==> config.mk <==
export PLATFORM = sky130hd
export DESIGN_NAME = complementador_a_2_serial
export DESIGN_NICKNAME = d
export VERILOG_FILES = /design/src/rtl/complementador_a_2_serial.sv
export SDC_FILE = /design/constraint.sdc
export NUM_CORES = 1
export LEC_CHECK = 0
export CORE_UTILIZATION = 50
export CTS_BUF_LIST = sky130_fd_sc_hd__clkbuf_4 sky130_fd_sc_hd__clkbuf_8
export DETAILED_ROUTE_END_ITERATION = 8
export GPL_TIMING_DRIVEN = 0
export PLACE_DENSITY = 0.75
export SETUP_SLACK_MARGIN = 0.3
export SLEW_MARGIN = 10
export SYNTH_ARGS = -nofsm -noshare
export SYNTH_HDL_FRONTEND = slang
export SYNTH_SLANG_ARGS = --single-unit
==> constraint.sdc <==
create_clock -name clk -period 2.9 [get_ports clk]
set_clock_uncertainty 0.15 [all_clocks]
set_input_delay 0.87 -clock clk [delete_from_list [all_inputs] [get_ports clk]]
set_output_delay 0.87 -clock clk [all_outputs]
set_load 0.02 [all_outputs]
==> src/rtl/complementador_a_2_serial.sv <==
// Bit-serial two's/one's complementer: latches an operand on inicio, walks it LSB-first
// with the copy-through-first-one-then-invert rule, and presents the parallel result at the end.
module complementador_a_2_serial #(
  parameter int unsigned WIDTH = 8
) (
  input  logic             clk,
  input  logic             rst,
  input  logic             inicio,
  input  logic             modo,
  input  logic [WIDTH-1:0] entrada,
  output logic             listo,
  output logic             bit_serie,
  output logic             bit_valido,
  output logic [WIDTH-1:0] salida,
  output logic             hecho,
  output logic             desborde
);

  localparam int unsigned KW = $clog2(WIDTH);
  localparam logic [KW-1:0] KLast = KW'(WIDTH - 1);
  localparam logic [WIDTH-1:0] MinNeg = {1'b1, {(WIDTH - 1){1'b0}}};

  typedef enum logic [1:0] {StReposo, StDesplaza, StFin} state_e;

  state_e           state_q;
  logic [KW-1:0]    k_q;
  logic [WIDTH-1:0] operando_q;
  logic [WIDTH-2:0] res_q;
  logic             modo_q;
  logic             visto_uno_q;

  logic             bit_in;
  logic             bit_calc;
  logic [WIDTH-1:0] res_d;

  // Outputs are decoded purely from registered state; no input reaches them combinationally.
  always_comb begin
    bit_in     = operando_q[k_q];
    bit_calc   = (modo_q || visto_uno_q) ? ~bit_in : bit_in;
    res_d      = {bit_calc, res_q};
    listo      = (state_q == StReposo);
    bit_valido = (state_q == StDesplaza);
    hecho      = (state_q == StFin);
    bit_serie  = bit_valido & bit_calc;
  end

  always_ff @(posedge clk) begin
    if (rst) begin
      state_q     <= StReposo;
      k_q         <= '0;
      operando_q  <= '0;
      res_q       <= '0;
      modo_q      <= 1'b0;
      visto_uno_q <= 1'b0;
      salida      <= '0;
      desborde    <= 1'b0;
    end else begin
      unique case (state_q)
        StReposo: begin
          if (inicio) begin
            operando_q  <= entrada;
            modo_q      <= modo;
            visto_uno_q <= 1'b0;
            k_q         <= '0;
            state_q     <= StDesplaza;
          end
        end
        StDesplaza: begin
          // Result bits shift in from the top so bit k lands at position k after WIDTH steps.
          res_q       <= res_d[WIDTH-1:1];
          visto_uno_q <= visto_uno_q | bit_in;
          if (k_q == KLast) begin
            salida   <= res_d;
            desborde <= ~modo_q && (operando_q == MinNeg);
            state_q  <= StFin;
          end else begin
            k_q <= k_q + KW'(1);
          end
        end
        StFin: begin
          state_q <= StReposo;
        end
        default: begin
          state_q <= StReposo;
        end
      endcase
    end
  end

endmodule

==> results of run 1 <==
flip-flops by register name (all words and copies together) (netlist names):
name,flops
k_q,3
desborde,1
salida,8
res_q,7
operando_q,8
state_q,2
visto_uno_q,1
modo_q,1
Yosys cell counts (all sizes together):
cell type	n
mux4	2
nor3	1
nand2	47
nor3b	2
ha	2
nor2b	1
a32oi	1
a2bb2oi	1
nand3b	2
o311ai	1
mux2i	2
a21oi	22
clkinv	1
clkbuf	5
nor4	1
xnor2	1
nor2	13
and2	1
a22oi	2
dfxtp	31
nand2b	1
a211oi	1
nor4b	1
area by class of cell:
cell class | instances | share of cell area
buffer | 5 | 0.01169
clock buffer | 7 | 0.03274
clock inverter | 1 | 0.003118
inverter | 1 | 0.004677
multi-input combinational | 105 | 0.3640
sequential | 31 | 0.3889
tap | 28 | 0.02182
timing repair buffer | 29 | 0.1730
placed cells by master (no fill, tap or decap):
cell	synthesis	layout
nand2_1	47	47
dfxtp_1	31	30
a21oi_1	22	22
clkdlybuf4s50_1	0	22
nor2_1	13	12
clkbuf_4	0	7
clkbuf_1	5	5
buf_4	0	5
mux4_2	0	2
nand3b_1	2	2
a22oi_1	2	2
ha_1	2	2
nand2b_1	1	1
clkinvlp_4	0	1
nor2b_1	1	1
mux2i_4	1	1
xnor2_2	0	1
nor2_2	0	1
and2_1	1	1
nor3b_2	1	1
a211oi_2	1	1
nor4b_1	1	1
nor4_1	1	1
a32oi_1	1	1
nor3b_1	1	1
nor3_1	1	1
o311ai_0	1	1
a2bb2oi_1	1	1
mux2i_1	1	1
clkinv_2	0	1
dfxtp_4	0	1
buf_6	0	1
dlygate4sd2_1	0	1
worst reg2reg max path: stages, from the launching register on:
cell and delay (ps):
dfxtp_4 370, buf_4 140, ha_1 190, ha_1 210, nor3b_1 470, nor2_1 180, a22oi_1 200, nor2_1 60
what timing repair did:
item / in CTS / in global routing
setup buffers: 3 / 2
setup endpoints to repair: 2 / 2
cloned: 0 / 0
gates resized for setup: 12 / 1
pin swaps: 1 / 0
metal layers:
metal	up-vias	track usage	share of wire
met5	-	0	0
met4	0	0.1396	0.020
met3	7	0.06140	0.043
met2	33	0.3485	0.46
met1	511	0.3135	0.48
li1	554	-	-
how the worst max path moves through the flow:
stage | startpoint | end | slack [ps] | cells past startpoint
after floorplan | k_q[0] | bit_serie | 360 | 4
after global placement | k_q[0] | bit_serie | -210 | 5
after detailed placement | k_q[0] | bit_serie | -250 | 5
after CTS | k_q[0] | bit_serie | 100 | 5
after global routing | k_q[0] | bit_serie | 40 | 5
final | k_q[0] | bit_serie | 90 | 5
power by group through the flow:
stage                     logic (mW)  registers [mW]  clock network (mW)
after floorplan               0.0528           0.455                   0
after global placement        0.0827           0.458                   0
after detailed placement      0.0856           0.459                   0
after CTS                     0.0943           0.449               0.261
after global routing           0.109           0.451               0.281
final                         0.0999           0.449               0.256
cells by family after synthesis:
| logic type | Yosys count | synth area share |
|---|---|---|
| flip-flops | 31 | 0.5066 |
| AO/OA/AOI/OAI | 28 | 0.1338 |
| multiplexers | 4 | 0.06946 |
| buffers and inverters | 6 | 0.01838 |
| XOR/XNOR | 1 | 0.007151 |
| AND/OR/NAND/NOR | 70 | 0.2441 |
| adder cells (fa/ha/maj) | 2 | 0.02043 |
through the flow:
step / setup WS (ps) / power [mW] / TNS [ps] / utilization / hold slack, ps
detailed placement: -249.5 / 0.5446 / -249.5 / 0.6665 / 296.5
CTS: 96.23 / 0.8045 / 0 / 0.7037 / 310.5
global placement: -205.7 / 0.5405 / -205.7 / 0.6665 / 293.7
floorplan: 363.5 / 0.5080 / 0 / - / 282.1
global route: 42.35 / 0.8403 / 0 / 0.7120 / 331.2
finish: 91.23 / 0.8056 / 0 / 0.7120 / 311.8
==> results_dict.tcl, run 1 <==
set metrics [dict create \
    outcome "complete, no violations" \
    cts_root_buf "clkbuf_4" \
    clock_sinks 31 \
    cp_slowest_cell "mux4_2" \
    min_to "salida[0]" \
    crit_fanout 3 \
    drive_gt1_frac 0.1285 \
    crit_arrival_ps 1790 \
    ff2ff_path_depth 7 \
    vias 1105 \
    yosys.area.top_type_share 0.5066 \
    grt_pass1_wl_um 4471 \
    dpl.cell_count 194 \
    synth_area_leaders "dfxtp_1, nand2_1, a21oi_1, mux4_1, nor2_1" \
    core_region_area_um2 2255 \
    num_antenna_cells 0 \
    synth_top_area_cell "dfxtp_1" \
    cap_violations 0 \
    r2r_slack_ps 820 \
    cts_buffers 5 \
    worstSetupPathType "reg -> out" \
    fin_crit_ps 2809 \
    leakagePower_nw 0.5727 \
    crit_family "multiplexers" \
    fmax_ghz 0.3560 \
    combPwrFrac 0.124 \
    reg2reg_to "k_q[2]" \
    synth.avg_cell_area_um2 8.626 \
    ys_types 25 \
    clockPowerShare 0.318 \
    ys_seq_elements 31 \
    drt_iter0_drc 36 \
    area_delta_synth_final_pct 31.05 \
    overflow 0 \
    peakVddDrop_v 0.0004399 \
    endpoint_kind "output pin" \
    switching_power_uw 206.3 \
    yosysWarnings 0 \
    slew_violations 0 \
    drc 0 \
    num-fill-cells 194 \
    swShare 0.2561 \
    fin_crit_sh 0.9685 \
    worstSetupStartpointType "flip-flop" \
    holdPathStages 2 \
    cts_tree "yes" \
    grt_pass1_vias 962 \
    wl_per_cell_um 13.27 \
    rsz0062_at_grt "true" \
    antenna_found_initial 0 \
    syn_nets 156 \
    syn_area_um2 1225 \
    num_io_pins 25 \
    setup_violations 0 \
    slew_headroom 0.5626 \
    reg2reg_from "k_q[0]" \
    seq_area_frac_synth 0.5066 \
    io_buffers 24 \
    hp-start "res_q[0]" \
    path_cells "mux4_2, mux2i_4, xnor2_2, nor2_2, buf_6" \
    die-height_um 51.50 \
    rows 17 \
    place.gp.congestion 0.7688 \
    finalInstanceArea_um2 1605 \
    die_x_um 51.50 \
    grt_use_total 0.2377 \
    grt_max_degree 11 \
    clock_latency_ps 330 \
    place_hpwl_um 1898 \
    multiInputGateArea_um2 584.3 \
    p_per_area_nw_per_um2 501.9 \
    die-area_um2 2652 \
    postRouteAntennaNets 0 \
    critPathMaxStageDelay_ps 530 \
    drtPass1Iterations 4 \
    final_hold_viol_count 0 \
    fin_cells 207 \
    nNetsFinal 192 \
    hold_buffers 0 \
    cts_buffer_depth 2 \
    p_int_uw 599.3 \
    wl_um 2747 \
    tightestPinTransition_ps 653.2 \
    cp.required_ps 1880 \
    via_per_inst 5.338 \
    seqPwrFrac 0.558 \
    cts-htree-levels 2 \
    placed_area_um2 1503 \
    start_util 0.5433 \
    min_path_type "reg -> reg" \
    cp_num_buf_inv 1 \
    seq_area_um2 624.3 \
    clk_pin_slew_ps 100 \
    syn_inst 142 \
]
(Power assumes the default switching activity.)
==> inputs of run 2 (changes only) <==
--- a/config.mk
+++ b/config.mk
@@ -7,6 +7,7 @@
 export LEC_CHECK = 0
 export CORE_UTILIZATION = 50
 export CTS_BUF_LIST = sky130_fd_sc_hd__clkbuf_4 sky130_fd_sc_hd__clkbuf_8
+export CTS_CLUSTER_DIAMETER = 80
 export DETAILED_ROUTE_END_ITERATION = 8
 export GPL_TIMING_DRIVEN = 0
 export PLACE_DENSITY = 0.75
==> results of run 2 <==
The final DEF is identical to that of run 1; final timing and power are the same.
